File: src/rtl/imem_stream_loader.sv
// Instruction-memory loader: takes a byte stream with a 16-bit little-endian word-count header
// and writes the payload into IM. The CPU is held in reset until the load completes.
module imem_stream_loader #(
    parameter int MEMORY_SIZE = 4096,
    parameter int MEMORY_BITS = 12,
    parameter int TIMEOUT     = 1024
) (
    input  logic                   clk,
    input  logic                   rst,
    input  logic                   in_valid,
    input  logic [7:0]             in_byte,
    output logic                   in_ready,
    output logic                   im_we,
    output logic [MEMORY_BITS-1:0] im_addr,
    output logic [31:0]            im_wdata,
    output logic                   cpu_hold,
    output logic                   done,
    output logic                   err,
    output logic [15:0]            words_loaded
);
    typedef enum logic [2:0] {HDR_LO, HDR_HI, DATA, DONE, ERR} state_t;
    localparam int IW = $clog2(TIMEOUT + 2);

    state_t                 state_q, state_d;
    logic [15:0]            cnt_q, cnt_d;
    logic [1:0]             byte_idx_q, byte_idx_d;
    logic [23:0]            word_q, word_d;
    logic [MEMORY_BITS-1:0] word_idx_q, word_idx_d;
    logic [IW-1:0]          idle_q, idle_d;
    logic                   in_ready_q, in_ready_d;
    logic                   im_we_q, im_we_d;
    logic [MEMORY_BITS-1:0] im_addr_q, im_addr_d;
    logic [31:0]            im_wdata_q, im_wdata_d;
    logic                   cpu_hold_q, cpu_hold_d;
    logic                   done_q, done_d;
    logic                   err_q, err_d;
    logic [15:0]            words_loaded_q, words_loaded_d;

    logic        accept;
    logic        timed_out;
    logic [15:0] hdr;

    assign accept = in_valid & in_ready_q;

    always_comb begin
        state_d        = state_q;
        cnt_d          = cnt_q;
        byte_idx_d     = byte_idx_q;
        word_d         = word_q;
        word_idx_d     = word_idx_q;
        idle_d         = idle_q;
        in_ready_d     = in_ready_q;
        im_we_d        = 1'b0;
        im_addr_d      = im_addr_q;
        im_wdata_d     = im_wdata_q;
        cpu_hold_d     = cpu_hold_q;
        done_d         = done_q;
        err_d          = err_q;
        words_loaded_d = words_loaded_q;
        hdr            = {in_byte, cnt_q[7:0]};

        // Idle counter only matters while the header is half-received or payload is streaming.
        if (accept)
            idle_d = '0;
        else if (state_q == HDR_HI || state_q == DATA)
            idle_d = idle_q + 1'b1;
        timed_out = (TIMEOUT != 0) && !accept && (state_q == HDR_HI || state_q == DATA)
                    && (idle_q == IW'(TIMEOUT - 1));

        case (state_q)
            HDR_LO: begin
                if (accept) begin
                    cnt_d[7:0] = in_byte;
                    state_d    = HDR_HI;
                end
            end
            HDR_HI: begin
                if (accept) begin
                    cnt_d[15:8] = in_byte;
                    if (hdr == 16'd0)
                        state_d = DONE;
                    else if ({16'd0, hdr} > 32'(MEMORY_SIZE))
                        state_d = ERR;
                    else
                        state_d = DATA;
                end else if (timed_out) begin
                    state_d = ERR;
                end
            end
            DATA: begin
                if (words_loaded_q == cnt_q) begin
                    state_d = DONE;
                end else if (accept) begin
                    byte_idx_d = byte_idx_q + 2'd1;
                    case (byte_idx_q)
                        2'd0: word_d[7:0]   = in_byte;
                        2'd1: word_d[15:8]  = in_byte;
                        2'd2: word_d[23:16] = in_byte;
                        default: begin
                            im_we_d        = 1'b1;
                            im_addr_d      = word_idx_q;
                            im_wdata_d     = {in_byte, word_q};
                            word_idx_d     = word_idx_q + 1'b1;
                            words_loaded_d = words_loaded_q + 16'd1;
                            // Last word: stop taking bytes during its write pulse.
                            if (words_loaded_q + 16'd1 == cnt_q)
                                in_ready_d = 1'b0;
                        end
                    endcase
                end else if (timed_out) begin
                    state_d = ERR;
                end
            end
            default: ;
        endcase

        if (state_d == DONE && state_q != DONE) begin
            done_d     = 1'b1;
            cpu_hold_d = 1'b0;
            in_ready_d = 1'b0;
        end
        if (state_d == ERR) begin
            err_d      = 1'b1;
            cpu_hold_d = 1'b1;
            in_ready_d = 1'b0;
        end
    end

    always_ff @(posedge clk) begin
        if (rst) begin
            state_q        <= HDR_LO;
            cnt_q          <= '0;
            byte_idx_q     <= '0;
            word_q         <= '0;
            word_idx_q     <= '0;
            idle_q         <= '0;
            in_ready_q     <= 1'b0;
            im_we_q        <= 1'b0;
            im_addr_q      <= '0;
            im_wdata_q     <= '0;
            cpu_hold_q     <= 1'b1;
            done_q         <= 1'b0;
            err_q          <= 1'b0;
            words_loaded_q <= '0;
        end else begin
            state_q        <= state_d;
            cnt_q          <= cnt_d;
            byte_idx_q     <= byte_idx_d;
            word_q         <= word_d;
            word_idx_q     <= word_idx_d;
            idle_q         <= idle_d;
            in_ready_q     <= (state_q == HDR_LO) ? 1'b1 : in_ready_d;
            im_we_q        <= im_we_d;
            im_addr_q      <= im_addr_d;
            im_wdata_q     <= im_wdata_d;
            cpu_hold_q     <= cpu_hold_d;
            done_q         <= done_d;
            err_q          <= err_d;
            words_loaded_q <= words_loaded_d;
        end
    end

    assign in_ready     = in_ready_q;
    assign im_we        = im_we_q;
    assign im_addr      = im_addr_q;
    assign im_wdata     = im_wdata_q;
    assign cpu_hold     = cpu_hold_q;
    assign done         = done_q;
    assign err          = err_q;
    assign words_loaded = words_loaded_q;
endmodule

File: config.mk
export PLATFORM = sky130hd
export DESIGN_NAME = imem_stream_loader
export DESIGN_NICKNAME = d
export VERILOG_FILES = /design/src/rtl/imem_stream_loader.sv
export SDC_FILE = /design/constraint.sdc
export NUM_CORES = 1
export LEC_CHECK = 0
export BUFFER_PORTS_ARGS = -buffer_cell sky130_fd_sc_hd__buf_4
export CORE_MARGIN = 2
export CORE_UTILIZATION = 45
export DETAILED_ROUTE_END_ITERATION = 12
export GPL_ROUTABILITY_DRIVEN = 0
export PLACE_DENSITY_LB_ADDON = 0.05
export RECOVER_POWER = 25
export SYNTH_ARGS = -nofsm -noshare
export SYNTH_HDL_FRONTEND = slang
export SYNTH_SLANG_ARGS = --single-unit
File: constraint.sdc
create_clock -name clk -period 3.9 [get_ports clk]
set_input_delay 0.78 -clock clk [delete_from_list [all_inputs] [get_ports clk]]
set_output_delay 0.78 -clock clk [all_outputs]
set_load 0.01 [all_outputs]
==> results of run 1 <==
## per-layer routing
metal | vias to the layer above | wire [um] | global-route usage (%) | part of all wire, %
met2 | 119 | 6435 | 32.59 | 47
li1 | 2471 | - | - | -
met1 | 2244 | 6366 | 26.81 | 47
met3 | 22 | 598 | 4.021 | 4.4
met4 | 0 | 231 | 8.358 | 1.7
met5 | - | 0 | 0 | 0
## final cells by class
type	instances	area, um^2
clock buffers	23	508.0
clock inverters	8	96.34
fillers	1273	5804
inverters	12	45.04
multi-input cells	513	2874
flip-flops and latches	133	2663
well taps	172	215.2
repair buffers	83	465.4
## stage by stage
stage	instance area [um^2]	std cells	utilization, %	total power [uW]
detailed placement	6420	913	50.67	1829
floorplan	5852	703	-	1735
global placement	6420	913	50.67	1821
global route	6867	944	54.19	3536
finish	6867	944	54.19	3403
CTS	7024	944	55.44	3435
## placed cells by master (no fill, tap or decap), types with 3 or more instances in the layout
| cell type | n |
|---|---|
| nand2_1 | 144 |
| dfxtp_1 | 133 |
| a21oi_1 | 75 |
| nor2_1 | 74 |
| clkbuf_1 | 42 |
| buf_4 | 41 |
| nand3_1 | 40 |
| xnor2_1 | 36 |
| xor2_1 | 25 |
| nand4_1 | 18 |
| mux2i_1 | 18 |
| nor3_1 | 17 |
| clkbuf_16 | 17 |
| inv_1 | 12 |
| and3_1 | 7 |
| ha_1 | 7 |
| nor4_1 | 6 |
| clkbuf_8 | 6 |
| o21ai_0 | 5 |
| nor2b_1 | 4 |
| clkinv_2 | 4 |
| and2_1 | 3 |
## worst max-delay path, cell delays in order (launching register included)
cell,delay (ns)
dfxtp_1,0.47
xor2_1,0.14
or4_4,0.56
nor4_4,0.49
a21bo_2,0.23
buf_4,0.38
nor3_1,0.13
xnor2_1,0.19
nor2_1,0.06
## worst paths after layout
path | endpoint | slack [ns]
max | word_idx_q[5] | 1.10
min | cpu_hold | 0.45
max reg2reg | word_idx_q[5] | 1.10
min reg2reg | cpu_hold | 0.45
## power groups by stage
| stage | Combinational (uW) | Sequential (uW) | Clock [uW] |
|---|---|---|---|
| 6_report | 355 | 1440 | 1610 |
| 5_1_grt | 392 | 1450 | 1700 |
| 4_1_cts | 360 | 1440 | 1630 |
| 3_5_place_dp | 359 | 1470 | 0 |
| 2_1_floorplan | 281 | 1450 | 0 |
| 3_3_place_gp | 353 | 1470 | 0 |
## registers in the layout, indices dropped and copies added, names as in the netlist, 3 cells and up
signal	cells
cnt_q	16
idle_q	11
im_addr	12
im_wdata	32
state_q	3
word_idx_q	12
word_q	24
words_loaded	16
## kinds of logic after synthesis
| family | share of synthesized area, % |
|---|---|
| and+or+nand+nor | 25.02 |
| DFF | 45.50 |
| AOI/OAI and AO/OA | 10.20 |
| xor gates and xnor gates | 9.130 |
| buffers and inverters | 5.580 |
| muxes | 3.079 |
| adders and majority gates | 1.497 |
==> reports/qor.yml, run 1 <==
cts:
  clk_pin_slew_ns: 0.06
  cts_buffers: 17
  cts_tree: "done"
  cts-resized-gates: 0
  cts.path.max_buffers: 2
  clk_latency_ns: 0.42
  cts_htree_levels: 4
  post-cts-setup-buffer-count: 0
  ctsHoldBuffers: 0
  clock_sinks: 133
  cts-root-buf: "clkbuf_16"
placement:
  dp_hpwl_mm: 9.174
  dpl_worst_slack_ns: 1.034
  port_buffers: 75
die:
  die_h_um: 118.0
  coreArea_um2: 12670
  die_w_um: 118.0
  start_util_pct: 46.18
  ios: 76
  die-area_um2: 13930
  rows: 41
synth:
  synth-seq-area-share_pct: 45.50
  synth-edff-count: 0
  synthTopCellsByArea: "dfxtp_1, nand2_1, a21oi_1, xnor2_1, nor2_1"
  synthCells: 703
  avgSynthCellArea_um2: 8.324
  synthDistinctLibCells: 53
  yosysWarnings: 0
  synth_common_cells: "nand2_1, dfxtp_1, a21oi_1"
  synth.most_common_cell: "nand2_1"
  syn_nets: 721
  ys_ff_latch: 133
  netlist_area_um2: 5852
  synth_top_area_share_pct: 45.50
  synthDominantAreaCellType: "dfxtp_1"
  async_flop_share_pct: 0
  synthFlopType: "dfxtp_1"
global_route:
  first_global_vias: 4636
  grt_util_all_layers_pct: 20.34
  grt_pass1_wl_mm: 22.96
  antenna_found_initial: 0
  grt_max_degree: 65
  overflow: 0
pwr:
  pwr-share-comb_pct: 10.4
  swShare_pct: 24.26
  seqPwrFrac_pct: 42.4
  p_int_uw: 2577
  p_switching_uw: 825.6
  ir_drop_mv: 0.2742
  leakagePower_uw: 0.002429
  p_per_area_nw_per_um2: 495.5
  pwr-share-clk_pct: 47.2
min_path:
  hp-class: "reg2reg"
  min-delay-start: "cpu_hold"
  whs_path_depth: 1
sta:
  period_share_pct: 71.90
  fin_crit_ns: 2.804
  max_slew_margin_pct: 38.10
  setup_tns_ns: 0
  fmax_mhz: 356.6
  skew_ns: 0.009085
  grt_setup_unrepaired: "no"
  fin_ws_ns: 1.096
  worstMarginPinSlew_ns: 0.9285
  drv_slew: 0
  finalSetupViolations: 0
  hold_viol_final: 0
  whs_ns: 0.4494
route:
  routed_wl_mm: 13.63
  drt_iter0_markers: 218
  wire_per_inst_um: 14.44
  ant_nets: 0
  vias: 4856
  post-route-drc-count: 0
  drt_first_pass_iters: 5
  vias_per_cell: 5.144
worst_setup_path:
  setup.worst_path.start: "words_loaded[8]"
  critical_path_class: "reg2reg"
  reg2reg_depth: 8
  start_kind: "flop"
  critPathCaptureType: "flop"
  worstPathRequired_ns: 4.18
  worstPathMaxFanout: 44
  rr_startpoint: "words_loaded[8]"
  critPathArrivalTime_ns: 3.09
cells_and_area:
  area_growth_pct: 17.34
  drive_gt1_share_pct: 11.14
  final_nets: 778
  num_antenna_cells: 0
job:
  cap_violations: 0
status:
  status: "finished, final reports clean"
No activity file was read; power rests on OpenSTA's default activity.
==> inputs of run 2 (changes only) <==
==> constraint.sdc (replaced) <==
create_clock -name clk -period 2.27 [get_ports clk]
set_input_delay 0.454 -clock clk [delete_from_list [all_inputs] [get_ports clk]]
set_output_delay 0.454 -clock clk [all_outputs]
set_load 0.01 [all_outputs]
==> reports/qor.yml, run 2 (same netlist as run 1, synthesis figures left out) <==
cells_and_area:
  num_antenna_cells: 0  # unchanged
  final_nets: 830  # +6.7%
  final_common_cell: "nand2_1"
  postLayoutCoreUtil_pct: 60.88  # +6.7 points
  area_growth_pct: 31.82
  num-fill-cells: 1168  # -8.2%
  layout_common_cells: "nand2_1, dfxtp_1, buf_4, a21oi_1, nor2_1"
  drive_gt1_share_pct: 21.72  # +11 points
  largest_register_ffs: 32  # unchanged
  fin_area_um2: 7714  # +12%
worst_setup_path:
  path_buf_inv: 3  # +2
  critPathSlowestCell: "or4_4"
  max_stage_delay_ns: 0.55  # about the same
  path_delay_family: "simple AND/OR/NAND/NOR gates"
  critPathArrivalTime_ns: 2.59  # -0.50 ns
  reg2reg_to: "im_wdata[25]"
  critical_path_class: "reg2reg"
  start_kind: "flop"
  worstPathRequired_ns: 2.61  # -1.57 ns
  worstPathMaxFanout: 5  # -89%
  critPathCaptureType: "flop"
  crit_chain: "xor2_2 -> or4_4 -> nor4_4 -> buf_6 -> a21bo_4 -> clkbuf_16 -> buf_12 -> nand2_1 -> a21oi_1"
  rr_startpoint: "cnt_q[8]"
  rrSetupSlack_ns: 0.02  # -1.07 ns
  reg2reg_depth: 9  # +1
die:
  rows: 41  # unchanged
  die-area_um2: 13930  # unchanged
  start_util_pct: 46.18  # unchanged
  ios: 76  # unchanged
  coreArea_um2: 12670  # unchanged
  die_w_um: 118.0  # unchanged
  die_h_um: 118.0  # unchanged
cts:
  ctsHoldBuffers: 0  # unchanged
  cts-root-buf: "clkbuf_16"
  clk_pin_slew_ns: 0.06  # about the same
  cts_buffers: 17  # unchanged
  clk_latency_ns: 0.42  # about the same
  cts_tree: "done"
  clock_sinks: 133  # unchanged
  cts_htree_levels: 4  # unchanged
  cts.path.max_buffers: 2  # unchanged
pwr:
  total_power_uw: 6003  # +76%
  p_per_area_nw_per_um2: 778.2  # +57%
  ir_drop_mv: 0.4525  # +65%
  leakagePower_uw: 0.002845  # +17%
route:
  drt_iter0_markers: 281  # +29%
  drt_first_pass_iters: 5  # unchanged
  vias: 5150  # +6.1%
  routed_wl_mm: 15.28  # +12%
  wire_per_inst_um: 15.34  # +6.3%
  post-route-drc-count: 0  # unchanged
  ant_nets: 0  # unchanged
  vias_per_cell: 5.171  # +0.52%
job:
  cap_violations: 0  # unchanged
sta:
  fmax_mhz: 445.0  # +25%
  skew_ns: 0.006029  # -0.003056 ns
  period_share_pct: 98.99  # +27 points
  whs_ns: 0.3653  # -0.08412 ns
  drv_slew: 0  # unchanged
  grt_setup_unrepaired: "yes"
  finalSetupViolations: 0  # unchanged
  max_slew_margin_pct: 65.16  # +27 points
  hold_viol_final: 0  # unchanged
  worstMarginPinSlew_ns: 0.5211  # -0.4073 ns
  fin_crit_ns: 2.247  # -0.5568 ns
min_path:
  hp-class: "in2reg"
  min-delay-start: "in_byte[4]"
  whs_path_depth: 3  # +2
  worstHoldEndpoint: "im_wdata[28]"
placement:
  port_buffers: 75  # unchanged
  placed_area_um2: 6736  # +4.9%
  dp_hpwl_mm: 9.738  # +6.1%
global_route:
  grt_pass1_wl_mm: 23.32  # +1.6%
  first_global_vias: 4810  # +3.8%
  grt_util_all_layers_pct: 20.75  # +0.42 points
  grt_max_degree: 118  # +82%
  overflow: 0  # unchanged
  antenna_found_initial: 0  # unchanged
status:
  status: "finished, final reports clean"
## run 2: changes by cell type in the layout (fill, tap and decap cells not counted), sizes merged
cell,before,now
clkinv,5,7
bufinv,2,3
buf,41,95
clkbuf,65,60
## run 2: worst max path at each step
stage,startpoint,to,depth (start not counted)
floorplan,words_loaded[8],word_q[0],10
global placement,words_loaded[8],in_ready,7
detailed placement,words_loaded[8],cpu_hold,7
CTS,words_loaded[15],word_idx_q[8],10
global route,cnt_q[8],cpu_hold,8
finish,cnt_q[8],im_wdata[25],9
## run 2: what timing repair did
item | CTS | global route
pin swaps | 0 | 45
hold endpoints to repair | 0 | 0
resized for setup | 1 | 51
buffers inserted | 1 | 11
setup endpoints to repair | 5 | 65
gates cloned | 0 | 7
## run 2: routing by layer
| layer | GRT usage, % | part of all wire (%) | vias to the layer above | wire length [um] |
|---|---|---|---|---|
| met3 | 4.457 | 3.9 | 27 | 593 |
| met4 | 8.283 | 2.3 | 0 | 344 |
| met5 | 0 | 0 | - | 0 |
| li1 | - | - | 2580 | - |
| met1 | 25.73 | 45 | 2433 | 6886 |
| met2 | 35.07 | 49 | 110 | 7456 |
## run 2: layout make-up
| cell class | count | area [um^2] | area share, % |
|---|---|---|---|
| well taps | 172 | 215.2 | 2.790 |
| repair buffers | 135 | 1069 | 13.85 |
| clock buffers | 20 | 456.7 | 5.921 |
| inverters | 12 | 45.04 | 0.5839 |
| flip-flops and latches | 133 | 2670 | 34.61 |
| multi-input cells | 513 | 3126 | 40.52 |
| clock inverters | 11 | 132.6 | 1.719 |
## run 2: worst reg2reg max path, cell delays in order, from the launching register on
cell,delay (ns)
dfxtp_2,0.34
xor2_2,0.18
or4_4,0.55
nor4_4,0.15
buf_6,0.18
a21bo_4,0.24
clkbuf_16,0.20
buf_12,0.12
nand2_1,0.06
a21oi_1,0.15
## run 2: through the flow
stage          instances  TNS (ns)  worst slack (ns)
2_1_floorplan        703         0          0.008954
6_report             996         0           0.02286
5_1_grt              996    -2.158          -0.07487
4_1_cts              978         0           0.05855
3_5_place_dp         946  -0.04092          -0.04092
3_3_place_gp         946         0           0.03543
## run 2: power by group
group | switching, uW | internal, uW | leakage, uW
logic | 446 | 347 | 0.00147
registers | 80.0 | 2400 | 0.00108
clock network | 967 | 1760 | 0.000295
total | 1490 | 4510 | 0.00285
